## src/rtl/vram_arbiter.sv

```systemverilog
`default_nettype none
// ============================================================================
//  Module   : vram_arbiter
//  Purpose  : Owns the single-port VRAM. Arbitrates PPU fetches, CPU accesses
//             and a CGB-style VRAM DMA engine (HDMA1-HDMA5).
//             The fixed priority is PPU in mode 3, then DMA, then CPU.
//  Revision : 1.0 - initial release
// ============================================================================
module vram_arbiter #(
    parameter int BLOCK_BYTES = 16
) (
    input  logic        clk,
    input  logic        reset_n,
    input  logic        lcd_on,
    input  logic [1:0]  mode,
    input  logic        ppu_rd,
    input  logic [12:0] ppu_addr,
    input  logic        cpu_sel_vram,
    input  logic        cpu_sel_hdma,
    input  logic [12:0] cpu_addr,
    input  logic        cpu_rd,
    input  logic        cpu_wr,
    input  logic [7:0]  cpu_di,
    output logic [7:0]  cpu_do,
    output logic        cpu_stall,
    output logic        src_rd,
    output logic [15:0] src_addr,
    input  logic [7:0]  src_data,
    output logic [12:0] vram_addr,
    output logic        vram_we,
    output logic [7:0]  vram_di,
    input  logic [7:0]  vram_data,
    output logic        dma_active
);

    typedef enum logic [1:0] {
        S_IDLE  = 2'd0,
        S_GDMA  = 2'd1,
        S_HWAIT = 2'd2,
        S_HBLK  = 2'd3
    } state_t;

    localparam logic [1:0] c_MODE_HBLANK   = 2'b00;
    localparam logic [1:0] c_MODE_TRANSFER = 2'b11;
    localparam logic [3:0] c_LAST_BYTE     = 4'(BLOCK_BYTES - 1);

    state_t      r_state;
    logic        r_phase;      // 0: source read, 1: VRAM write
    logic [3:0]  r_byte_cnt;
    logic [11:0] r_src;        // source address bits 15:4
    logic [8:0]  r_dst;        // destination address bits 12:4
    logic [6:0]  r_len;        // remaining blocks minus one
    logic [1:0]  r_mode_q;     // previous PPU mode, for H-blank entry detect

    logic w_cpu_blocked;
    logic w_moving;
    logic w_phase_b;
    logic w_cpu_wr;
    logic w_cpu_rd;
    logic w_hdma_wr;
    logic w_hdma5_wr;
    logic w_hblank_entry;

    assign w_cpu_blocked  = lcd_on && (mode == c_MODE_TRANSFER);
    assign w_moving       = (r_state == S_GDMA) || (r_state == S_HBLK);
    assign w_phase_b      = w_moving && r_phase;

    // The CPU is frozen while bytes move, so its strobes are masked here.
    assign w_cpu_wr       = cpu_wr && !cpu_stall;
    assign w_cpu_rd       = cpu_rd && !cpu_stall;
    assign w_hdma_wr      = cpu_sel_hdma && w_cpu_wr;
    assign w_hdma5_wr     = w_hdma_wr && (cpu_addr[3:0] == 4'd5);

    // With the LCD off there is no H-blank to wait for, so the gate is open.
    assign w_hblank_entry = lcd_on ? ((mode == c_MODE_HBLANK) && (r_mode_q != c_MODE_HBLANK))
                                   : 1'b1;

    assign cpu_stall  = w_moving;
    assign dma_active = (r_state != S_IDLE);
    assign src_rd     = w_moving && !r_phase;
    assign src_addr   = {r_src, r_byte_cnt};

    // DMA register file and transfer state machine.
    always_ff @(posedge clk) begin
        if (!reset_n) begin
            r_state    <= S_IDLE;
            r_phase    <= 1'b0;
            r_byte_cnt <= 4'd0;
            r_src      <= 12'd0;
            r_dst      <= 9'd0;
            // Length sits at its post-completion value so HDMA5 reads 0xFF.
            r_len      <= 7'h7F;
            r_mode_q   <= 2'b00;
        end else begin
            r_mode_q <= mode;

            if (w_hdma_wr) begin
                case (cpu_addr[3:0])
                    4'd1:    r_src[11:4] <= cpu_di;
                    4'd2:    r_src[3:0]  <= cpu_di[7:4];
                    4'd3:    r_dst[8:4]  <= cpu_di[4:0];
                    4'd4:    r_dst[3:0]  <= cpu_di[7:4];
                    default: ;
                endcase
            end

            case (r_state)
                S_IDLE: begin
                    if (w_hdma5_wr) begin
                        r_len      <= cpu_di[6:0];
                        r_byte_cnt <= 4'd0;
                        r_phase    <= 1'b0;
                        r_state    <= cpu_di[7] ? S_HWAIT : S_GDMA;
                    end
                end
                S_HWAIT: begin
                    // A cancel can only land here: HBLK stalls the CPU.
                    if (w_hdma5_wr && !cpu_di[7]) begin
                        r_state <= S_IDLE;
                    end else if (w_hblank_entry) begin
                        r_state <= S_HBLK;
                    end
                end
                S_GDMA, S_HBLK: begin
                    r_phase <= ~r_phase;
                    if (r_phase) begin
                        r_byte_cnt <= r_byte_cnt + 4'd1;
                        if (r_byte_cnt == c_LAST_BYTE) begin
                            r_src <= r_src + 12'd1;
                            r_dst <= r_dst + 9'd1;
                            r_len <= r_len - 7'd1;
                            if (r_len == 7'd0) begin
                                r_state <= S_IDLE;
                            end else if (r_state == S_HBLK) begin
                                r_state <= S_HWAIT;
                            end
                        end
                    end
                end
                default: r_state <= S_IDLE;
            endcase
        end
    end

    // VRAM port mux: PPU in mode 3, then DMA write phase, then CPU.
    always_comb begin
        vram_addr = cpu_addr;
        vram_we   = cpu_sel_vram && w_cpu_wr && !w_cpu_blocked;
        vram_di   = cpu_di;
        if (w_cpu_blocked && ppu_rd) begin
            vram_addr = ppu_addr;
            vram_we   = 1'b0;
        end else if (w_phase_b) begin
            vram_addr = {r_dst, r_byte_cnt};
            // Addresses still advance while the PPU owns VRAM; only the write is lost.
            vram_we   = !w_cpu_blocked;
            vram_di   = src_data;
        end
    end

    // CPU read data: VRAM when reachable, HDMA5 status, else open bus.
    always_comb begin
        cpu_do = 8'hFF;
        if (w_cpu_rd && cpu_sel_vram && !w_cpu_blocked) begin
            cpu_do = vram_data;
        end else if (w_cpu_rd && cpu_sel_hdma && (cpu_addr[3:0] == 4'd5)) begin
            cpu_do = {~dma_active, r_len};
        end
    end

endmodule
`default_nettype wire

```

## config.mk

```make
export PLATFORM = sky130hd
export DESIGN_NAME = vram_arbiter
export DESIGN_NICKNAME = d
export VERILOG_FILES = /design/src/rtl/vram_arbiter.sv
export SDC_FILE = /design/constraint.sdc
export NUM_CORES = 1
export LEC_CHECK = 0
export CORE_MARGIN = 2
export CORE_UTILIZATION = 45
export CTS_CLUSTER_DIAMETER = 60
export DETAILED_ROUTE_END_ITERATION = 12
export GPL_TIMING_DRIVEN = 0
export PLACE_DENSITY = 0.83
export RECOVER_POWER = 25
export SYNTH_ARGS = -nofsm -noshare
export SYNTH_HDL_FRONTEND = slang
export SYNTH_SLANG_ARGS = --single-unit
```

## constraint.sdc

```tcl
create_clock -name clk -period 5 [get_ports clk]
set_input_delay 0.75 -clock clk [delete_from_list [all_inputs] [get_ports clk]]
set_output_delay 0.75 -clock clk [all_outputs]
set_load 0.02 [all_outputs]
```

==> run summary, run 1 <==
status: complete, no violations
Root Driver: clkbuf_8
First-pass DRT Iterations: 5
vias in the first global route: 3247
Setup Buffers After CTS: 0
core area: 5850 µm²
nets@finish: 541
DR WL/cell: 17.4 µm
CP arrival: 3.05 ns
Die Ht: 81.5 µm
Tmin final: 3.80 ns
n_diodes: 0
Iter 0 DRT Violations: 295
ys async rst share: 0%
design area: 3940 µm²
mapped cell area: 2700 µm²
Critical Path RT: 4.25 ns
hold buffers post-CTS: 0
final setup violation count: 0
IO buf count: 104
Post-CTS Resized: 0
kind of start point of the critical path: input pin
# DRC: 0
HPWL after detailed placement: 7.17 mm
Slew HR: 56.3%
final setup TNS: 0 ns
Syn Inst Count: 365
unrepaired setup endpoints after global routing: false
Seq/Total Area, Yosys: 27.4%
DRT Wirelength: 9.60 mm
Num CTS Buffers: 5
Top Ports: 109
crit-path cells: dlygate4sd3_1, and3_1, nand2_1, clkbuf_1, nor2_1, a31oi_1, clkdlybuf4s50_1
CP Max Fanout: 10
# rows: 28
Starting Density: 46.2%
Mapped Nets: 430
via count: 3445
CP max-delay cell: clkdlybuf4s50_1
CTS tree: done
Seq cells post-synth: 37
die area: 6640 µm²
count of different cell masters after synthesis: 60
pins over their slew limit: 0
Yosys Warn Count: 0
hold slack final: 0.520 ns
grt total ovfl: 0
Clk Latency, worst-skew pair: 0.30 ns
CP max stage delay: 0.63 ns
Filler Cells Inserted: 491
GPL Wtd Cong: 0.915
worst slew pin tran: 0.655 ns
antenna viol nets, final: 0
layout cells sized above 1: 6.50%
Final Hold Viols: 0
fmax: 263 MHz
Fin Clk Skew: 0.00851 ns
depth of the CTS H-tree: 2
DR vias/cell: 6.24
peak supply drop: 94.8 µV
initial antenna violation count: 0
Max-Cap Viols: 0
placed cell areas: 3840 µm²
clock sink total: 37
Worst-path clk slew: 0.08 ns
Crit Path Class: input pin to output port
Pleak: 0.00142 µW
Worst Hold Class: register to register
largest net degree at the start of global routing: 13
first-pass GRT wire length: 15.0 mm
EDFF count, synth: 0
synth-to-layout area growth: 45.8%
clk buf depth: 2
CP Capture Type: output port
power per cell area: 182 nW/µm²
die width: 81.5 µm
Tcrit/Tclk final: 76.0%
syn avg cell area: 7.41 µm²
total track usage: 28.9%
top_reg_cell synth: dfxtp_1
-- synthesized netlist by cell type, types with 5 or more instances --
cell,number,share of area [%]
buf_2,9,1.7
nor2_1,32,4.4
a31oi_1,25,5.8
nand4_1,7,1.6
and2_1,7,1.6
mux2_2,9,3.7
o21ai_0,12,2.2
o22ai_1,9,2.1
nand2_1,52,7.2
ha_1,5,2.3
dfxtp_1,37,27
o22a_1,8,2.6
inv_1,10,1.4
a21oi_1,18,3.3
a32oi_1,6,1.9
and3_1,9,2.1
nor3_1,7,1.3
nand3_1,23,4.3
clkbuf_1,12,1.7
-- routing by layer --
layer	global-route usage, %	vias up	part of all wire, %
met5	0	-	0
met4	13.7	0	3.3
met3	7.25	33	8.6
met2	50.2	189	50
met1	32.9	1623	39
li1	-	1600	-
-- kinds of logic after synthesis --
kind of cell / synth area share [%]
and+or+nand+nor: 32.3
AOI/OAI and AO/OA: 26.7
DFF: 27.4
buffers and inverters: 5.83
muxes: 4.86
adders and majority gates: 2.31
xor gates and xnor gates: 0.648
-- placed cells by master (no fill, tap or decap), types with 5 or more instances in the layout --
cell	count
a21oi_1	18
a31oi_1	25
a32oi_1	6
and2_1	7
and3_1	9
buf_2	6
clkbuf_1	17
clkbuf_8	5
clkdlybuf4s50_1	94
dfxtp_1	37
dlygate4sd3_1	10
ha_1	5
inv_1	10
mux2_2	9
nand2_1	52
nand3_1	23
nand4_1	7
nor2_1	32
nor3_1	7
o21ai_0	12
o22a_1	8
o22ai_1	9
-- registers in the layout, indices dropped and copies added, names as in the netlist --
register and cells:
r_byte_cnt 4, r_dst 9, r_len 7, r_mode_q 2, r_phase 1, r_src 12, r_state 2
-- worst paths after layout --
check                           slack [ns]     startpoint             to  cells after the start
worst max-delay path                  1.20        mode[0]  vram_addr[10]                      7
worst min-delay path                  0.52       r_src[3]       r_src[3]                      2
worst max register to register        2.39  r_byte_cnt[0]       r_src[1]                      8
worst min register to register        0.52       r_src[3]       r_src[3]                      2
-- area by class of cell --
| class | instances | area, µm² | area share, % |
|---|---|---|---|
| inverters | 10 | 37.5 | 0.952 |
| repair buffers | 104 | 1040 | 26.4 |
| well taps | 75 | 93.8 | 2.38 |
| multi-input cells | 292 | 1810 | 45.8 |
| clock inverters | 2 | 38.8 | 0.984 |
| flip-flops and latches | 37 | 741 | 18.8 |
| plain buffers | 26 | 113 | 2.86 |
| clock buffers | 6 | 72.6 | 1.84 |
-- stage by stage --
| stage | total power (µW) | util, % | instances | setup slack (ns) |
|---|---|---|---|---|
| floorplan | 365 | - | 365 | 2.40 |
| global placement | 454 | 65.6 | 544 | 1.36 |
| detailed placement | 456 | 65.6 | 544 | 1.34 |
| CTS | 717 | 67.5 | 552 | 1.35 |
| global route | 742 | 67.4 | 552 | 1.02 |
| finish | 719 | 67.4 | 552 | 1.20 |
-- critical path: cells and delay by family --
family,cells,cell delay (ns)
AOI/OAI and AO/OA,1,0.15
and+or+nand+nor,3,0.55
buffers and inverters,3,1.60
-- power breakdown --
part           leakage (µW)  switching, µW  total [µW]  internal, µW
combinational       0.00107           68.8         149          80.5
clock             0.0000554            119         269           150
sequential         0.000299           3.15         300           297
total               0.00142            191         719           528
Power figures use the tool's default switching activity.
==> inputs of run 2 (changes only) <==
--- a/config.mk
+++ b/config.mk
@@ -6,11 +6,11 @@
 export NUM_CORES = 1
 export LEC_CHECK = 0
 export CORE_MARGIN = 2
-export CORE_UTILIZATION = 45
+export CORE_UTILIZATION = 40
 export CTS_CLUSTER_DIAMETER = 60
 export DETAILED_ROUTE_END_ITERATION = 12
 export GPL_TIMING_DRIVEN = 0
-export PLACE_DENSITY = 0.83
+export PLACE_DENSITY = 0.78
 export RECOVER_POWER = 25
 export SYNTH_ARGS = -nofsm -noshare
 export SYNTH_HDL_FRONTEND = slang
==> constraint.sdc (replaced) <==
create_clock -name clk -period 3.3 [get_ports clk]
set_input_delay 0.495 -clock clk [delete_from_list [all_inputs] [get_ports clk]]
set_output_delay 0.495 -clock clk [all_outputs]
set_load 0.02 [all_outputs]
==> run summary, run 2 (synthesis gave the netlist of run 1 again) <==
unrepaired setup endpoints after global routing: false
Multi-input gate area: 1810 µm² (unchanged)
largest net degree at the start of global routing: 12 (-1)
DR WL/cell: 17.3 µm (-0.80%)
worst reg2reg path endpoint: r_dst[2]
worst slew pin tran: 0.656 ns (+0.000995 ns)
Top Ports: 109 (unchanged)
grt total ovfl: 0 (unchanged)
Crit Path Class: register to output port
core area: 6460 µm² (+10%)
final setup violation count: 0 (unchanged)
Comb pwr share: 20.6% (-0.2 points)
depth of the CTS H-tree: 2 (unchanged)
nets@finish: 541 (unchanged)
fmax: 326 MHz
commonest non-fill, non-tap cell in the layout: clkdlybuf4s50_1
hold slack final: 0.514 ns (-0.00660 ns)
Max-Cap Viols: 0 (unchanged)
pins over their slew limit: 0 (unchanged)
Worst Hold Depth: 2 (unchanged)
antenna viol nets, final: 0 (unchanged)
CTS tree: done
Critical Path RT: 2.80 ns (-1.45 ns)
CP arrival: 2.57 ns (-0.48 ns)
Tmin final: 3.07 ns
clock sink total: 37 (unchanged)
Die Ht: 86.2 µm (+5.8%)
clk buf depth: 2 (unchanged)
Tcrit/Tclk final: 93.0%
Root Driver: clkbuf_8
Worst-path clk slew: 0.08 ns (about the same)
peak supply drop: 157 µV (+65%)
internal power: 820 µW (+55%)
initial antenna violation count: 0 (unchanged)
most frequent cells in the layout: clkdlybuf4s50_1, nand2_1, dfxtp_1
die width: 86.2 µm (+5.8%)
Reg with most FFs: r_src
first-pass GRT wire length: 14.9 mm (-0.74%)
final setup TNS: 0 ns (unchanged)
max FFs per register: 12 (unchanged)
IO buf count: 104 (unchanged)
power per cell area: 278 nW/µm² (+52%)
Hold Startpoint: r_src[3]
Iter 0 DRT Violations: 287 (-2.7%)
Clk Latency, worst-skew pair: 0.30 ns (about the same)
Filler Cells Inserted: 593 (+21%)
placed cell areas: 3840 µm² (about the same)
First-pass DRT Iterations: 5 (unchanged)
DR vias/cell: 6.10 (-2.3%)
synth-to-layout area growth: 46.4%
GPL Wtd Cong: 0.873 (-4.6%)
# DRC: 0 (unchanged)
die area: 7430 µm² (+12%)
# rows: 29 (+3.6%)
Fin Clk Skew: 0.0106 ns (+0.00206 ns)
design area: 3960 µm² (+0.38%)
CP Capture Type: output port
register area: 741 µm² (unchanged)
DRT Wirelength: 9.56 mm (-0.44%)
hold buffers post-CTS: 0 (unchanged)
CP Max Fanout: 10 (unchanged)
r2r startpoint: r_byte_cnt[0]
n_diodes: 0 (unchanged)
Sw Ratio: 25.5% (-1.1 points)
Setup Buffers After CTS: 0 (unchanged)
Clock power frac: 38.1% (+0.6 points)
Worst Hold Class: register to register
Num CTS Buffers: 5 (unchanged)
kind of start point of the critical path: register
sequential share of power: 41.4% (-0.4 points)
flop2flop setup slack: 1.01 ns (-1.38 ns)
vias in the first global route: 3031 (-6.7%)
Slew HR: 56.3% (-0.066 points)
status: complete, no violations
layout cells sized above 1: 7.34% (+0.84 points)
NetSw: 281 µW (+47%)
HPWL after detailed placement: 7.12 mm (-0.60%)
worst hold endpoint: r_src[3]
Starting Density: 41.9% (-4.4 points)
Pleak: 0.00146 µW (+2.5%)
total track usage: 24.8% (-4.1 points)
R2R depth: 8 (unchanged)
Final Hold Viols: 0 (unchanged)
biggest regs: r_src (12), r_dst (9), r_len (7)
via count: 3378 (-1.9%)
[run 2: changes by cell type in the layout (fill, tap and decap cells not counted), sizes merged]
cell	previous run	this run
dlygate4sd3	10	15
clkbuf	22	20
clkdlybuf4s50	94	89
clkinv	1	0
buf	10	13
[run 2: power groups by stage]
stage               sequential (µW)  clock (µW)  combinational, µW
finish                          455         419                226
global route                    456         438                239
CTS                             455         416                227
detailed placement              466           0                225
global placement                465           0                223
floorplan                       466           0               87.4
[run 2: worst max-delay path, stage by stage (launching register included)]
cell	delay, ns
dfxtp_1	0.49
and2_1	0.23
buf_2	0.25
buf_1	0.37
nand2_1	0.11
a31oi_1	0.18
clkdlybuf4s50_1	0.64
[run 2: metrics by stage]
step | total power (µW) | utilization, % | worst slack (ns) | instances
floorplan | 553 | - | 1.21 | 365
detailed placement | 691 | 59.5 | 0.151 | 546
finish | 1100 | 61.3 | 0.230 | 554
global route | 1130 | 61.3 | 0.0643 | 554
CTS | 1100 | 61.3 | 0.150 | 554
global placement | 689 | 59.5 | 0.159 | 546
[run 2: area by class of cell]
| type | instances | share of cell area [%] |
|---|---|---|
| Sequential cell | 37 | 18.7 |
| Tap cell | 77 | 2.43 |
| Buffer | 26 | 3.04 |
| Clock inverter | 1 | 0.759 |
| Inverter | 10 | 0.948 |
| Timing Repair Buffer | 104 | 26.3 |
| Clock buffer | 7 | 2.18 |
| Multi-Input combinational cell | 292 | 45.6 |
[run 2: per-layer routing]
metal	vias up	wire, µm	global-route usage, %
met3	22	743	4.10
met2	168	4640	42.7
met1	1595	3960	32.0
met4	0	207	6.96
li1	1593	-	-
met5	-	0	0
[run 2: repair_timing]
action / in CTS / in global routing
endpoints found under the setup margin: 0 / 4
gates resized for setup: 0 / 2
endpoints found under the hold margin: 0 / 0
[run 2: worst max path at each step]
stage                     startpoint       endpoint  slack [ns]  cells past startpoint
after global routing         mode[0]   vram_addr[2]        0.06                      6
after floorplan               lcd_on  vram_addr[10]        1.21                      5
after global placement       mode[0]   vram_addr[6]        0.16                      7
final                        r_phase   vram_addr[6]        0.23                      6
after CTS                     lcd_on   vram_addr[6]        0.15                      7
after detailed placement      lcd_on   vram_addr[6]        0.15                      7
==> inputs of run 3 (changes only) <==
--- a/config.mk
+++ b/config.mk
@@ -6,11 +6,12 @@
 export NUM_CORES = 1
 export LEC_CHECK = 0
 export CORE_MARGIN = 2
-export CORE_UTILIZATION = 40
+export CORE_UTILIZATION = 35
 export CTS_CLUSTER_DIAMETER = 60
 export DETAILED_ROUTE_END_ITERATION = 12
+export GPL_ROUTABILITY_DRIVEN = 0
 export GPL_TIMING_DRIVEN = 0
-export PLACE_DENSITY = 0.78
+export PLACE_DENSITY = 0.7
 export RECOVER_POWER = 25
 export SYNTH_ARGS = -nofsm -noshare
 export SYNTH_HDL_FRONTEND = slang
==> run summary, run 3 (synthesis gave the netlist of run 1 again) <==
largest net degree at the start of global routing: 11 (-1)
Critical Path RT: 2.80 ns (about the same)
die width: 91.9 µm (+6.6%)
Starting Density: 35.5% (-6.3 points)
Final Hold Viols: 0 (unchanged)
biggest regs: r_src (12), r_dst (9), r_len (7)
die area: 8440 µm² (+14%)
CP max-delay cell: dlygate4sd3_1
# DRC: 0 (unchanged)
DRT Wirelength: 9.70 mm (+1.5%)
Pleak: 0.00143 µW (-1.6%)
worst slew pin tran: 0.649 ns (-0.00762 ns)
n_diodes: 0 (unchanged)
Slew HR: 56.8% (+0.51 points)
max FFs per register: 12 (unchanged)
Tcrit/Tclk final: 96.6% (+3.6 points)
register area: 741 µm² (unchanged)
total track usage: 23.1% (-1.7 points)
core area: 7610 µm² (+18%)
initial antenna violation count: 0 (unchanged)
CP Max Fanout: 9 (-1)
clk buf depth: 2 (unchanged)
CTS tree: done
Final Total Pwr: 1000 µW (-8.8%)
hold slack final: 0.509 ns (-0.00416 ns)
Num CTS Buffers: 5 (unchanged)
Reg with most FFs: r_src
hold buffers post-CTS: 0 (unchanged)
power per cell area: 254 nW/µm² (-8.7%)
Max-Cap Viols: 0 (unchanged)
Setup Buffers After CTS: 0 (unchanged)
most frequent cells in the layout: clkdlybuf4s50_1, nand2_1, dfxtp_1
Worst-path clk slew: 0.07 ns (about the same)
Iter 0 DRT Violations: 232 (-19%)
fmax: 314 MHz (-3.7%)
Root Driver: clkbuf_8
via count: 3368 (-0.30%)
Post-CTS Resized: 0 (unchanged)
CP arrival: 2.69 ns (+0.12 ns)
antenna viol nets, final: 0 (unchanged)
CP max stage delay: 0.57 ns (-0.07 ns)
crit-path cells: dlygate4sd3_1, and3_1, a21oi_2, mux2_2, clkdlybuf4s50_1
IO buf count: 104 (unchanged)
Tmin final: 3.19 ns (+0.120 ns)
unrepaired setup endpoints after global routing: false
depth of the CTS H-tree: 2 (unchanged)
DR WL/cell: 16.8 µm (-2.9%)
placed cell areas: 3870 µm² (+0.81%)
Hold Startpoint: r_src[3]
Top Ports: 109 (unchanged)
Filler Cells Inserted: 766 (+29%)
post-layout util: 51.9% (-9.3 points)
Worst Hold Depth: 2 (unchanged)
commonest non-fill, non-tap cell in the layout: clkdlybuf4s50_1
DR vias/cell: 5.82 (-4.6%)
Multi-input gate area: 1810 µm² (unchanged)
final setup violation count: 0 (unchanged)
grt total ovfl: 0 (unchanged)
Worst Setup SP: mode[1]
final setup TNS: 0 ns (unchanged)
HPWL after detailed placement: 7.31 mm (+2.7%)
R2R depth: 8 (unchanged)
Crit Path Class: input pin to output port
Die Ht: 91.9 µm (+6.6%)
synth-to-layout area growth: 46.1%
first-pass GRT wire length: 15.8 mm (+6.2%)
design area: 3950 µm² (-0.16%)
Worst Hold Class: register to register
Clk Latency, worst-skew pair: 0.30 ns (about the same)
status: complete, no violations
vias in the first global route: 3284 (+8.3%)
pins over their slew limit: 0 (unchanged)
kind of start point of the critical path: input pin
CP Capture Type: output port
peak supply drop: 171 µV (+9.0%)
nets@finish: 541 (unchanged)
# rows: 32 (+10%)
First-pass DRT Iterations: 5 (unchanged)
layout cells sized above 1: 6.71% (-0.63 points)
clock sink total: 37 (unchanged)
Fin Clk Skew: 0.00607 ns (-0.00450 ns)
r2r startpoint: r_byte_cnt[0]
-- run 3: cell types whose count changed in the layout (fill, tap and decap cells not counted) --
cell / previous run / this run
bufinv_16: 1 / 0
clkbuf_8: 6 / 5
buf_2: 8 / 7
clkbuf_1: 13 / 16
-- run 3: report_power, final --
part           leakage (µW)  switching (µW)  internal (µW)  total (µW)
sequential         0.000299            4.67            451         455
clock             0.0000395             171            150         321
combinational       0.00109             105            123         227
total               0.00143             280            723        1000
-- run 3: layout make-up --
cell class / count / share of cell area, %
multi-input cells: 292 / 45.7
repair buffers: 104 / 26.3
flip-flops and latches: 37 / 18.7
well taps: 102 / 3.23
plain buffers: 26 / 3.01
clock buffers: 8 / 2.03
inverters: 10 / 0.950
-- run 3: through the flow --
stage / worst slack, ns / std cells
after floorplan: 1.21 / 365
after global placement: 0.142 / 571
after detailed placement: 0.129 / 571
after CTS: 0.129 / 579
after global routing: 0.0487 / 579
final: 0.111 / 579
-- run 3: critical path: cells and delay by family --
kind                   cells  cell delay, ns
multiplexers               1            0.41
buffers and inverters      2            1.13
AND/OR/NAND/NOR            1            0.19
AO/OA/AOI/OAI              1            0.46
-- run 3: metal layers --
layer / track usage (%) / vias up / routed length, µm
met2: 40.1 / 133 / 4640
met4: 8.96 / 0 / 248
met5: 0 / - / 0
met1: 27.7 / 1610 / 4220
met3: 5.09 / 23 / 590
li1: - / 1602 / -
-- run 3: worst paths after layout --
check,to,slack (ns)
setup / recovery,vram_di[6],0.11
setup reg to reg,r_len[1],1.09
hold / removal,r_src[3],0.51
hold reg to reg,r_src[3],0.51
